--- config.mk ---
export PLATFORM = sky130hd
export DESIGN_NAME = riscv_multicycle_ctrl
export DESIGN_NICKNAME = d
export VERILOG_FILES = /design/src/rtl/riscv_multicycle_ctrl.sv
export SDC_FILE = /design/constraint.sdc
export NUM_CORES = 1
export LEC_CHECK = 0
export ABC_AREA = 1
export CORE_UTILIZATION = 30
export CTS_BUF_LIST = sky130_fd_sc_hd__clkbuf_2
export DETAILED_ROUTE_END_ITERATION = 16
export HOLD_SLACK_MARGIN = 0.08
export SYNTH_ARGS = -nofsm -noshare
export SYNTH_HDL_FRONTEND = slang
export SYNTH_SLANG_ARGS = --single-unit
--- constraint.sdc ---
create_clock -name clk -period 1.1 [get_ports clk]
set_input_delay 0.165 -clock clk [delete_from_list [all_inputs] [get_ports clk]]
set_output_delay 0.165 -clock clk [all_outputs]
set_load 0.02 [all_outputs]
--- src/rtl/riscv_multicycle_ctrl.sv ---
// Multicycle RV32I control FSM: sequences fetch/decode/execute/memory/writeback
// over a shared ALU and memory port, with memory-ready timeout and sticky fault flags.
module riscv_multicycle_ctrl #(
   parameter int MEM_TIMEOUT = 16
) (
   input  logic       clk,
   input  logic       s_rst,
   input  logic [6:0] opcode,
   input  logic [2:0] funct3,
   input  logic       funct7b5,
   input  logic       zero,
   input  logic       mem_ready,
   output logic       pc_write,
   output logic       adr_src,
   output logic       ir_write,
   output logic       mem_write,
   output logic       reg_write,
   output logic [1:0] result_src,
   output logic [1:0] alu_src_a,
   output logic [1:0] alu_src_b,
   output logic [1:0] imm_src,
   output logic [2:0] alu_control,
   output logic       retire,
   output logic       illegal,
   output logic       bus_err
);

   localparam int CNT_W = (MEM_TIMEOUT > 1) ? $clog2(MEM_TIMEOUT) : 1;

   localparam logic [6:0] OP_LW  = 7'b0000011;
   localparam logic [6:0] OP_SW  = 7'b0100011;
   localparam logic [6:0] OP_R   = 7'b0110011;
   localparam logic [6:0] OP_I   = 7'b0010011;
   localparam logic [6:0] OP_BEQ = 7'b1100011;
   localparam logic [6:0] OP_JAL = 7'b1101111;

   localparam logic [2:0] ALU_ADD = 3'b000;
   localparam logic [2:0] ALU_SUB = 3'b001;
   localparam logic [2:0] ALU_AND = 3'b010;
   localparam logic [2:0] ALU_OR  = 3'b011;
   localparam logic [2:0] ALU_SLT = 3'b101;

   typedef enum logic [3:0] {
      S_FETCH, S_DECODE, S_MEMADR, S_MEMREAD, S_MEMWB, S_MEMWRITE,
      S_EXECR, S_EXECI, S_ALUWB, S_BEQ, S_JAL, S_TRAP
   } state_e;

   state_e           state_q, state_d;
   logic             illegal_q, illegal_d;
   logic             bus_err_q, bus_err_d;
   logic [CNT_W-1:0] cnt_q, cnt_d;
   logic             funct_ok;
   logic [2:0]       alu_dec;
   logic             timeout_hit;

   always_comb begin
      funct_ok = funct3 inside {3'b000, 3'b010, 3'b110, 3'b111};
      case (funct3)
         3'b000:  alu_dec = (opcode == OP_R && funct7b5) ? ALU_SUB : ALU_ADD;
         3'b010:  alu_dec = ALU_SLT;
         3'b110:  alu_dec = ALU_OR;
         3'b111:  alu_dec = ALU_AND;
         default: alu_dec = ALU_ADD;
      endcase
   end

   // cnt_q counts wait cycles already spent; this cycle would be wait number cnt_q+1.
   assign timeout_hit = (MEM_TIMEOUT != 0) && !mem_ready && (int'(cnt_q) == MEM_TIMEOUT - 1);

   always_comb begin
      // NOTE: every variable gets a default before the case so no path leaves one unassigned (no latches).
      state_d     = state_q;
      illegal_d   = illegal_q;
      bus_err_d   = bus_err_q;
      cnt_d       = '0;
      pc_write    = 1'b0;
      adr_src     = 1'b0;
      ir_write    = 1'b0;
      mem_write   = 1'b0;
      reg_write   = 1'b0;
      result_src  = 2'b00;
      alu_src_a   = 2'b00;
      alu_src_b   = 2'b00;
      imm_src     = 2'b00;
      alu_control = ALU_ADD;
      retire      = 1'b0;

      case (state_q)
         S_FETCH: begin
            ir_write   = 1'b1;
            alu_src_b  = 2'b10;
            result_src = 2'b10;
            pc_write   = 1'b1;
            state_d    = S_DECODE;
         end
         S_DECODE: begin
            alu_src_a = 2'b01;
            alu_src_b = 2'b01;
            imm_src   = 2'b10;
            case (opcode)
               OP_LW, OP_SW: state_d = S_MEMADR;
               OP_R:         state_d = funct_ok ? S_EXECR : S_TRAP;
               OP_I:         state_d = funct_ok ? S_EXECI : S_TRAP;
               OP_BEQ:       state_d = S_BEQ;
               OP_JAL:       state_d = S_JAL;
               default:      state_d = S_TRAP;
            endcase
            if (state_d == S_TRAP) illegal_d = 1'b1;
         end
         S_MEMADR: begin
            alu_src_a = 2'b10;
            alu_src_b = 2'b01;
            imm_src   = (opcode == OP_SW) ? 2'b01 : 2'b00;
            state_d   = (opcode == OP_SW) ? S_MEMWRITE : S_MEMREAD;
         end
         S_MEMREAD, S_MEMWRITE: begin
            adr_src   = 1'b1;
            mem_write = (state_q == S_MEMWRITE);
            cnt_d     = cnt_q + 1'b1;
            if (mem_ready) begin
               retire  = (state_q == S_MEMWRITE);
               state_d = (state_q == S_MEMWRITE) ? S_FETCH : S_MEMWB;
            end else if (timeout_hit) begin
               state_d   = S_TRAP;
               bus_err_d = 1'b1;
            end
         end
         S_MEMWB: begin
            result_src = 2'b01;
            reg_write  = 1'b1;
            retire     = 1'b1;
            state_d    = S_FETCH;
         end
         S_EXECR: begin
            alu_src_a   = 2'b10;
            alu_control = alu_dec;
            state_d     = S_ALUWB;
         end
         S_EXECI: begin
            alu_src_a   = 2'b10;
            alu_src_b   = 2'b01;
            alu_control = alu_dec;
            state_d     = S_ALUWB;
         end
         S_ALUWB: begin
            reg_write = 1'b1;
            retire    = 1'b1;
            state_d   = S_FETCH;
         end
         S_BEQ: begin
            alu_src_a   = 2'b10;
            alu_control = ALU_SUB;
            pc_write    = zero;
            retire      = 1'b1;
            state_d     = S_FETCH;
         end
         S_JAL: begin
            alu_src_a = 2'b01;
            alu_src_b = 2'b10;
            pc_write  = 1'b1;
            state_d   = S_ALUWB;
         end
         default: state_d = S_TRAP;
      endcase

      // While reset is held, the datapath must see no enables at all.
      if (s_rst) begin
         pc_write    = 1'b0;
         adr_src     = 1'b0;
         ir_write    = 1'b0;
         mem_write   = 1'b0;
         reg_write   = 1'b0;
         result_src  = 2'b00;
         alu_src_a   = 2'b00;
         alu_src_b   = 2'b00;
         imm_src     = 2'b00;
         alu_control = ALU_ADD;
         retire      = 1'b0;
      end
   end

   assign illegal = illegal_q && !s_rst;
   assign bus_err = bus_err_q && !s_rst;

   // NOTE: sequential state uses non-blocking assignments so all flops update together at the edge.
   always_ff @(posedge clk) begin
      if (s_rst) begin
         state_q   <= S_FETCH;
         illegal_q <= 1'b0;
         bus_err_q <= 1'b0;
         cnt_q     <= '0;
      end else begin
         state_q   <= state_d;
         illegal_q <= illegal_d;
         bus_err_q <= bus_err_d;
         cnt_q     <= cnt_d;
      end
   end

endmodule

==> metrics.txt <==
status finished with violations; failing checks setup timing; crit path buf inv count 4; PD cells 1660 mW/mm^2; CTS tree built; Setup violations, final 27; min-delay src s_rst; H-Tree Depth 1; Die ar. 0.00309 sq mm; R2R Setup Slk -380 ps; Layout area overhead 151%; max-capacitance violation count 0; HPWL after detailed placement 2320 um; cell row count 19; synthesized area per cell 5.55 sq um; Via density 4.75; synth warn 0; ant diodes 0; post-synthesis cell type with the largest combined area dfxtp_1; first-pass GRT wire length 6020 um; Die X 55.6 um; pin count of the biggest net entering global routing 8; Finished Cell Area 0.00216 sq mm; DIE HEIGHT 55.6 um; leakage 0.989 nW; ANT nets after route 0; Tmin final 1630 ps; Seq. cell area 215 sq um; Worst Path Arrival 1470 ps; flops & latches, synth 10; Max IR drop VDD 1.81 mV; area of the multi-input gates 922 sq um; Reg clk slew, reported paths 120 ps; Worst setup SP type register; final hold slack 390 ps; hold endpoint state_q[1]; wire per inst 13.7 um; CP Class reg2out; Synth Instances 155; clk root buf clkbuf_2; slowest stage delay, CP 400 ps; Initial Util 31.5%; worst-margin pin slew 266 ps; DR vias 1,321; post-synth top area share 23.3%; CP delay by family, top simple AND/OR/NAND/NOR gates; routability congestion estimate 0.811; syn nets 171; share of layout cells above drive strength 1 64.0%; CORE AREA 0.00273 sq mm; cts bufs inserted 3; HP Class in2reg; Register-to-Register Path Depth 11; WHS Path Cells 5; Synth cell types 23; Worst-Skew Late Latency 250 ps; Fmax 612 MHz; fill cell count 188; number of global-route vias before repair 1,358; first-iteration detailed-routing DRC count 27; Final Hold Viols 0; crit path cell chain inv_4 > nor2_4 > inv_4 > nor2_4 > inv_2 > nor4_4 > buf_4; Routed WL 3800 um; Levels on crit path 7; Final period util 148%; placed cell area 0.00166 sq mm; sequential area share after synthesis 23.3%; RSZ-0062 raised after global routing yes; initial antenna violation count 0; element type at the critical path end primary output; fin. max-slew vios 0; Worst EP required 940 ps; relative slew slack 82.2%; Final Util 79.2%; R2R Path End state_q[1]; nets 264; Longest Clk Path Bufs 2; 1st-pass router iterations 4; port bufs 33; mapped cell area 861 sq um; Num Clock Sinks 10; critical path peak fanout 4; final clock skew 13.9 ps; GRT Overall Usage 24.1%; IO Count 34; r2r startpoint state_q[3]; Crit-path slowest cell dfxtp_4; setup ws final -533 ps; total gr overflow 0; drt drc 0; Area contributors post-synth dfxtp_1, nand2_1, nor2_1
-- tightest hold or removal path, cell delays in order --
cell	delay, ps
clkbuf_2	110
inv_1	70
buf_4	170
nand2_2	70
nor2_2	40
-- metrics by stage --
step           total power, mW  setup WS [ps]  TNS (ps)  instances
2_1_floorplan             1.52           -128      -850        155
3_3_place_gp              2.37           -926    -16260        259
3_5_place_dp              2.39           -961    -16770        259
4_1_cts                   3.21           -493     -9510        273
5_1_grt                   3.80           -610    -11900        278
6_report                  3.58           -533     -9930        278
-- registers in the layout, summed over array words and instances, names as in the netlist --
| name | count |
|---|---|
| bus_err_q | 1 |
| cnt_q | 4 |
| illegal_q | 1 |
| state_q | 4 |
-- synthesized netlist by cell type, drive strengths merged --
| cell | number |
|---|---|
| a21oi | 10 |
| buf | 1 |
| clkbuf | 1 |
| dfxtp | 10 |
| ha | 1 |
| inv | 26 |
| nand2 | 41 |
| nand3 | 9 |
| nand3b | 1 |
| nand4 | 2 |
| nor2 | 41 |
| nor3 | 2 |
| nor3b | 1 |
| nor4 | 1 |
| o21ai | 5 |
| o31ai | 1 |
| or2 | 1 |
| xor2 | 1 |
-- layer usage --
metal | GRT usage (%) | part of all wire [%] | up-vias
met5 | 0 | 0 | -
li1 | - | - | 663
met3 | 2.34 | 2.2 | 6
met2 | 48.0 | 57 | 28
met4 | 4.64 | 1.4 | 0
met1 | 27.2 | 40 | 624
-- cells in the final DEF, fill, tap and decap left out, types with 2 or more instances in the layout --
cell type and count:
buf_12 4, a21oi_2 5, buf_4 43, nand3_1 5, nor2_1 13, nor2_2 7
nand2_4 4, inv_4 2, dfxtp_1 6, o21ai_1 3, nand2_1 25, clkdlybuf4s50_1 12
dfxtp_4 4, nand4_1 2, a21oi_4 4, inv_2 7, clkbuf_2 4, buf_6 28
nor2_4 21, nand2_2 11, nand3_2 2, inv_1 17, nand3_4 2
-- report_power, final --
group / switching [mW] / internal (mW)
combinational: 1.39 / 1.40
sequential: 0.121 / 0.466
clock: 0.131 / 0.0791
-- cell families after synthesis --
group	share of synthesized area [%]
adder cells (fa/ha/maj)	1.45
flip-flops	23.3
AND/OR/NAND/NOR	52.3
buffers and inverters	12.4
AO/OA/AOI/OAI	9.59
XOR/XNOR	1.02
-- worst max-delay path by stage --
| stage | from | to | slack (ps) |
|---|---|---|---|
| floorplan | state_q[2] | alu_control[2] | -130 |
| global placement | opcode[2] | alu_control[0] | -930 |
| detailed placement | opcode[2] | alu_control[0] | -960 |
| CTS | state_q[2] | alu_control[2] | -490 |
| global route | state_q[2] | alu_control[2] | -610 |
| finish | state_q[2] | alu_control[2] | -530 |
-- cell type report --
| type | instances | area share, % |
|---|---|---|
| inverter | 26 | 4.74 |
| sequential | 10 | 9.94 |
| clock inverter | 1 | 0.173 |
| tap | 31 | 1.79 |
| multi-input combinational | 117 | 42.6 |
| clock buffer | 3 | 0.694 |
| timing repair buffer | 90 | 40.1 |
-- timing repair --
action | in CTS | in global routing
endpoints found under the setup margin | 29 | 29
pin swaps | 13 | 20
gates resized for setup | 164 | 45
hold buffers | 0 | 0
gates cloned | 0 | 0
setup buffers | 10 | 9
endpoints found under the hold margin | 0 | 0
Note: power is estimated with default switching activity, not from simulation.
